$ cat src/rtl/regfile_mp.sv
// Multi-port register file with same-cycle write-to-read bypass and a per-register busy scoreboard.
// Optional macro REGFILE_RD_REG_EN registers rdata_o/rbusy_o for a 1-cycle read latency.
module regfile_mp_rdport #(
  parameter int XLEN   = 32,
  parameter int AW     = 5,
  parameter int NUM_WR = 1
) (
  input  logic [AW-1:0]          raddr,
  input  logic [NUM_WR-1:0]      we,
  input  logic [NUM_WR*AW-1:0]   waddr,
  input  logic [NUM_WR*XLEN-1:0] wdata,
  input  logic [XLEN-1:0]        arr_data,
  input  logic                   arr_busy,
  output logic [XLEN-1:0]        rdata,
  output logic                   rbusy
);
  logic hit;

  // Ascending scan: the highest-index matching write port overrides earlier ones.
  always_comb begin
    hit   = 1'b0;
    rdata = arr_data;
    for (int k = 0; k < NUM_WR; k++) begin
      if (we[k] && (waddr[k*AW +: AW] == raddr) && (raddr != '0)) begin
        hit   = 1'b1;
        rdata = wdata[k*XLEN +: XLEN];
      end
    end
    rbusy = arr_busy & ~hit;
  end
endmodule

module regfile_mp #(
  parameter int XLEN     = 32,
  parameter int NUM_REGS = 32,
  parameter int NUM_RD   = 2,
  parameter int NUM_WR   = 1,
  localparam int AW      = $clog2(NUM_REGS)
) (
  input  logic                   clk,
  input  logic                   rst_n,
  input  logic [NUM_WR-1:0]      we_i,
  input  logic [NUM_WR*AW-1:0]   waddr_i,
  input  logic [NUM_WR*XLEN-1:0] wdata_i,
  input  logic [NUM_RD*AW-1:0]   raddr_i,
  output logic [NUM_RD*XLEN-1:0] rdata_o,
  output logic [NUM_RD-1:0]      rbusy_o,
  input  logic                   iss_valid_i,
  input  logic [AW-1:0]          iss_rd_i,
  output logic [NUM_REGS-1:0]    busy_vec_o
);
  logic [NUM_REGS-1:0][XLEN-1:0] regs;
  logic [NUM_REGS-1:0][XLEN-1:0] wr_data;
  logic [NUM_REGS-1:0]           wr_en;
  logic [NUM_REGS-1:0]           busy;
  logic [NUM_REGS-1:0]           iss_set;

  // Per-register write decode; x0 is never enabled so it stays at its reset value.
  always_comb begin
    wr_en   = '0;
    wr_data = '0;
    iss_set = '0;
    for (int r = 1; r < NUM_REGS; r++) begin
      for (int k = 0; k < NUM_WR; k++) begin
        if (we_i[k] && (waddr_i[k*AW +: AW] == AW'(r))) begin
          wr_en[r]   = 1'b1;
          wr_data[r] = wdata_i[k*XLEN +: XLEN];
        end
      end
      iss_set[r] = iss_valid_i && (iss_rd_i == AW'(r));
    end
  end

  always_ff @(posedge clk or negedge rst_n) begin
    if (!rst_n) begin
      regs <= '0;
      busy <= '0;
    end else begin
      for (int r = 0; r < NUM_REGS; r++)
        if (wr_en[r]) regs[r] <= wr_data[r];
      // A fresh issue outranks the clear from an older producer's writeback.
      busy <= (busy & ~wr_en) | iss_set;
    end
  end

  assign busy_vec_o = busy;

  logic [NUM_RD-1:0][XLEN-1:0] rd_data_c;
  logic [NUM_RD-1:0]           rd_busy_c;

  for (genvar j = 0; j < NUM_RD; j++) begin : g_rd
    regfile_mp_rdport #(.XLEN(XLEN), .AW(AW), .NUM_WR(NUM_WR)) u_rd (
      .raddr   (raddr_i[j*AW +: AW]),
      .we      (we_i),
      .waddr   (waddr_i),
      .wdata   (wdata_i),
      .arr_data(regs[raddr_i[j*AW +: AW]]),
      .arr_busy(busy[raddr_i[j*AW +: AW]]),
      .rdata   (rd_data_c[j]),
      .rbusy   (rd_busy_c[j])
    );
  end

`ifdef REGFILE_RD_REG_EN
  logic [NUM_RD-1:0][XLEN-1:0] rd_data_q;
  logic [NUM_RD-1:0]           rd_busy_q;

  always_ff @(posedge clk or negedge rst_n) begin
    if (!rst_n) begin
      rd_data_q <= '0;
      rd_busy_q <= '0;
    end else begin
      rd_data_q <= rd_data_c;
      rd_busy_q <= rd_busy_c;
    end
  end

  assign rdata_o = rd_data_q;
  assign rbusy_o = rd_busy_q;
`else
  assign rdata_o = rd_data_c;
  assign rbusy_o = rd_busy_c;
`endif
endmodule
$ cat config.mk
export PLATFORM = sky130hd
export DESIGN_NAME = regfile_mp
export DESIGN_NICKNAME = d
export VERILOG_FILES = /design/src/rtl/regfile_mp.sv
export SDC_FILE = /design/constraint.sdc
export NUM_CORES = 2
export LEC_CHECK = 0
export CORE_MARGIN = 5
export CORE_UTILIZATION = 41
export DETAILED_ROUTE_END_ITERATION = 6
export PLACE_DENSITY = 0.69
export SLEW_MARGIN = 40
export SYNTH_ARGS = -nofsm -noshare
export SYNTH_HDL_FRONTEND = slang
export SYNTH_SLANG_ARGS = --single-unit
$ cat constraint.sdc
create_clock -name clk -period 2.8 [get_ports clk]
set_input_delay 0.56 -clock clk [delete_from_list [all_inputs] [get_ports clk]]
set_output_delay 0.56 -clock clk [all_outputs]
set_load 0.01 [all_outputs]
After elaboration in Yosys (flattened, before gate mapping)
Index checks and enable logic that the tools add are counted.
{"block": "totals", "input_bits": 56, "reg_bits": 1024, "word_cells": 247, "output_inout_bits": 98}
{"block": "classes", "n_mux": 74, "n_reduce_logical": 68, "n_eq_ne": 64, "order_cmp": 2, "n_bitwise": 7}
{"op": "32-bit two-way mux", "count": 35}
{"op": "32-bit binary-select mux with 5-bit select", "count": 2}
{"op": "5-bit == test, second input constant", "count": 32}
{"op": "5-bit by 4-bit == test with 1-bit output, second input constant", "count": 16}
{"op": "1-bit logical AND", "count": 66}
{"op": "5-bit by 3-bit == test with 1-bit output, second input constant", "count": 8}
{"op": "1-bit two-way mux", "count": 35}
{"op": "32-bit bitwise AND", "count": 1}
{"op": "32-bit inverter", "count": 1}
{"op": "32-bit OR", "count": 1}
{"op": "5-bit by 2-bit == test with 1-bit output, second input constant", "count": 4}
{"op": "5-bit by 6-bit less-than comparator with 1-bit output, second input constant", "count": 2}
{"op": "1-bit binary-select mux with 5-bit select", "count": 2}
{"op": "5-bit by 1-bit == test with 1-bit output, second input constant", "count": 2}
{"op": "5-bit == test", "count": 2}
{"op": "5-bit nonzero test", "count": 2}
{"op": "1-bit bitwise AND", "count": 2}
{"op": "1-bit inverter", "count": 2}

Longest topological paths before layout
{"block": "logic_depth", "word_depth": 6, "ltp_mapped": 10, "ltp_nobuf": 5}

Hierarchy
A second synthesis with hierarchy kept.
{"block": "hier_totals", "cells_unflattened": 3837, "area_unflattened_um2": 56087.5}
{"mod": "regfile_mp", "cells_per_inst": 3745, "seq_area_each_um2": 25599.6, "area_each_um2": 54878.9, "n_inst": 1}
{"mod": "regfile_mp_rdport", "cells_per_inst": 46, "seq_area_each_um2": 0.0, "area_each_um2": 604.3, "n_inst": 2}

Worst setup path before layout
Ideal clock, no wire load.
{"block": "synth_path", "kind": "input-to-output", "startpoint": "input raddr_i[0]", "endpoint": "output rbusy_o[0]", "required_time_ns": 2.240, "stages": 7, "path_slack_ns": 0.065, "n_path_buf": 4, "t_arrival_ns": 2.175, "cell_sequence": "buf_6 buf_8 buf_6 mux4_2 mux4_2 a21o_1 buf_4"}
{"block": "synth_via", "elab_chain_cells": 6, "word_cells_on_any_way": 9, "classes_between": "eq/ne (1); mux (3); bitwise (2); reduce/logical (3)"}
{"item": "start, declared", "line_no": "45", "rtl": "input logic [NUM_RD*AW-1:0] raddr_i,"}
{"item": "branches (longest 5 deep; another with 1-bit binary-select mux with 5-bit select)"}
{"item": "1-bit bitwise AND *", "line_no": "29", "rtl": "rbusy = arr_busy & ~hit;"}
{"item": "end, declared", "line_no": "47", "rtl": "output logic [NUM_RD-1:0] rbusy_o,"}
Every way passes the cells marked *. The select of a mux whose other input is x is not followed.

Worst setup path in the final report
{"block": "layout_path", "startpoint": "register busy[6], in the netlist busy_vec_o[6]", "endpoint": "output rbusy_o[0]"}
{"block": "layout_via", "elab_chain_cells": 3}
{"item": "start, declared", "line_no": "55", "rtl": "logic [NUM_REGS-1:0] busy;"}
{"item": "start signal, assigned", "line_no": "82", "rtl": "busy <= (busy & ~wr_en) | iss_set;"}
{"item": "1-bit binary-select mux with 5-bit select", "line_no": "98", "rtl": ".arr_busy(busy[raddr_i[j*AW +: AW]]),"}
{"item": "1-bit two-way mux (not written as such)", "line_no": "98"}
{"item": "1-bit bitwise AND", "line_no": "29"}
Every way passes these cells. The select of a mux whose other input is x is not followed.

==> results.py <==
metrics = {
    "outcome": {
        "status": "finished with violations",
        "violations": "DRC, setup timing",
    },
    "logic_synthesis": {
        "synth.area.top_cells": "dfrtp_1, mux2_2, mux4_2",
        "netlist_instances": 3958,
        "synth_edf_count": 0,
        "synth_ff_type": "dfrtp_1",
        "synthArstFlopShare": 1.00,
        "ys_ff_latch": 1023,
        "synth_fp_nets": 4014,
        "yosysMostFrequentCell": "mux2_2",
        "synth_adder_area_share": 0,
        "synth_area_um2": 55400,
        "avgSynthCellArea_um2": 14.0,
        "synth.yosys.warnings": 0,
        "yosys.area.top_type_share": 0.462,
        "synth_top_area_cell": "dfrtp_1",
        "synthMuxAreaShare": 0.410,
        "synth_commonest_cells": "mux2_2, dfrtp_1, mux4_2",
        "ys_seq_area_frac": 0.462,
        "synth_compound_area_frac": 0.0617,
        "synth_xor_area_frac": 0.00126,
        "yosysUniqueCellTypes": 56,
        "synth-simple-area-share": 0.0282,
        "synth_top_family_by_area": "multiplexers",
    },
    "sta": {
        "fin_skew_ns": 0,
        "fin_crit_sh": 1.11,
        "worst_pin_slew_ns": 0.798,
        "min_period_ns": 3.12,
        "hold_viol_final": 0,
        "final.setup.tns_ns": -11.17,
        "final-setup-viol-count": 66,
        "timing.final.ws_setup_ns": -0.316,
        "rsz0062_at_grt": "yes",
        "fmax_mhz": 321,
        "report.final.slew_viol_count": 0,
        "slew_headroom": 0.466,
    },
    "critical_path": {
        "ff2ff_setup_slack_ns": 1.76,
        "arrival_ns": 2.56,
        "max_stage_delay_ns": 0.50,
        "endpoint_kind": "primary output",
        "crit_chain": "buf_6, mux4_2, mux4_2, a21o_1, buf_2",
        "critPathRequiredTime_ns": 2.24,
        "slowest_stage": "mux4_2",
        "critical_path.startpoint_type": "flip-flop",
        "path_max_fanout": 2,
        "crit_buf_inv": 2,
        "rr_worst_depth": 5,
        "crit_cells": 5,
        "path_common_cell": "mux4_2",
        "crit_family": "multiplexers",
        "critical_path_class": "reg -> out",
    },
    "run": {
        "maxCapViolations": 0,
    },
    "detailed_routing": {
        "ant_nets": 0,
        "drtIter0Drc": 5230,
        "first_pass_iters": 7,
        "post_drt_wl_per_cell_um": 32.7,
        "drc": 6,
        "totalWireLength_um": 212000,
        "via_per_inst": 6.57,
        "vias": 42500,
    },
    "power_and_ir_drop": {
        "p_leak_nw": 31.7,
        "sw_frac_of_total": 0.295,
        "switchingPower_mw": 14.1,
        "irDropWorstVdd_uv": 521,
        "p_per_area_nw_per_um2": 662,
        "pwr-share-clk": 0.316,
        "p_total_mw": 47.9,
        "p_int_mw": 33.7,
        "power_frac_seq": 0.417,
        "combPwrFrac": 0.267,
    },
    "global_routing": {
        "grt.overflow.total": 0,
        "grt_first_pass_wirelength_um": 302000,
        "grt_max_degree": 113,
        "grt_antenna_before_repair": 5,
        "grt_pass1_vias": 42900,
        "gr-usage-all-layers": 0.288,
    },
    "clock_tree": {
        "cts_buffers": 108,
        "insertion_delay_ns": 0.72,
        "clockBufferDepth": 3,
        "clk_pin_slew_ns": 0.06,
        "cts-root-buf": "clkbuf_16",
        "cts_tree": "yes",
        "clock_sinks": 1023,
        "cts_htree_levels": 3,
    },
    "final_layout": {
        "fillers": 10500,
        "layout-drive-gt1-share": 0.635,
        "area_growth_pct": 30.4,
        "fin_nets": 4643,
    },
    "floorplan": {
        "io-pin-count": 154,
        "rows": 135,
        "die_area_um2": 143000,
        "coreArea_um2": 135000,
        "initial_core_util": 0.411,
        "die_y_um": 378,
        "dieWidth_um": 378,
    },
    "min_path": {
        "hold_path_class": "in -> async",
    },
    "place": {
        "gp_congestion": 0.969,
        "dpl.hpwl_um": 140000,
        "portBuffers": 152,
    },
}
==> power by group through the flow <==
stage,logic [mW],clock network (mW),registers [mW]
after floorplan,6.97,0,19.3
after global placement,10.9,0,19.8
after detailed placement,11.1,0,20.0
after CTS,12.1,15.2,19.8
after global routing,13.4,15.8,20.2
final,12.8,15.1,20.0
==> state kept, by name, summed over array words and instances (netlist names) <==
name        flops
regs          992
busy_vec_o     31
==> through the flow <==
step                cell area [um^2]  utilization  setup slack [ns]  std cells  hold WS (ns)
floorplan                      55400            -            0.0654       3958         0.264
global placement               64100        0.475             -1.29       6095         0.497
detailed placement             64100        0.475             -1.31       6095         0.494
CTS                            71000        0.526            -0.339       6428         0.334
global route                   72300        0.536            -0.343       6462         0.363
finish                         72300        0.536            -0.316       6466         0.360
==> kinds of logic after synthesis <==
family          count (synthesis)
simple gates                  335
compound gates                478
mux                          1672
other cells                     1
buf+inv                       441
flops                        1023
xor+xnor                        8
==> cell usage in the layout (no fill, tap or decap), drive strengths merged, types with 5 or more instances in the layout <==
cell type / synthesis / final
a22oi: 25 / 25
or3: 35 / 35
a32o: 6 / 6
or2: 5 / 5
clkinvlp: 0 / 6
nand2b: 12 / 12
bufinv: 0 / 8
diode: 0 / 6
a21oi: 21 / 21
o211a: 7 / 7
mux2: 1202 / 1202
mux2i: 112 / 112
nand2: 122 / 122
nand3: 10 / 10
a221oi: 97 / 97
buf: 241 / 868
o21ai: 80 / 80
o221ai: 38 / 38
dfrtp: 1023 / 1023
inv: 7 / 10
nor2: 90 / 90
xnor2: 5 / 5
o22ai: 145 / 145
a22o: 15 / 15
bufbuf: 0 / 6
o311ai: 16 / 16
nor2b: 12 / 12
clkinv: 0 / 25
mux4: 358 / 358
clkbuf: 193 / 168
clkdlybuf4s50: 0 / 69
nor3: 28 / 28
a221o: 7 / 7
o211ai: 7 / 7
==> layout make-up <==
type	count	area, um^2	share of cell area
Tap cell	1781	2230	0.0308
Timing Repair Buffer	953	10600	0.146
Clock inverter	42	463	0.00640
Inverter	7	26.3	0.000363
Multi-Input combinational cell	2494	30100	0.417
Clock buffer	160	3250	0.0449
Antenna cell	6	15.0	0.000208
Sequential cell	1023	25600	0.354
==> metal layers <==
layer / up-vias / GRT usage / wire length [um]
li1: 16600 / - / -
met1: 22400 / 0.387 / 81500
met2: 2854 / 0.418 / 91400
met3: 644 / 0.108 / 27700
met4: 2 / 0.124 / 10900
met5: - / 0.00274 / 53
==> final timing paths <==
check	from	endpoint
min	rst_n	regs[169]
min reg2reg	regs[459]	regs[459]
max in group asynchronous	rst_n	regs[695]
max reg2reg	busy_vec_o[13]	busy_vec_o[13]
max	busy_vec_o[6]	rbusy_o[0]
min in group clk	regs[459]	regs[459]
==> timing repair <==
action	in CTS	in global routing
pin swaps	174	128
gates resized for setup	760	226
hold endpoints to repair	10	0
setup buffers	140	42
setup endpoints to repair	66	66
hold buffers	1	0
cloned	16	8
Power figures use the tool's default switching activity.
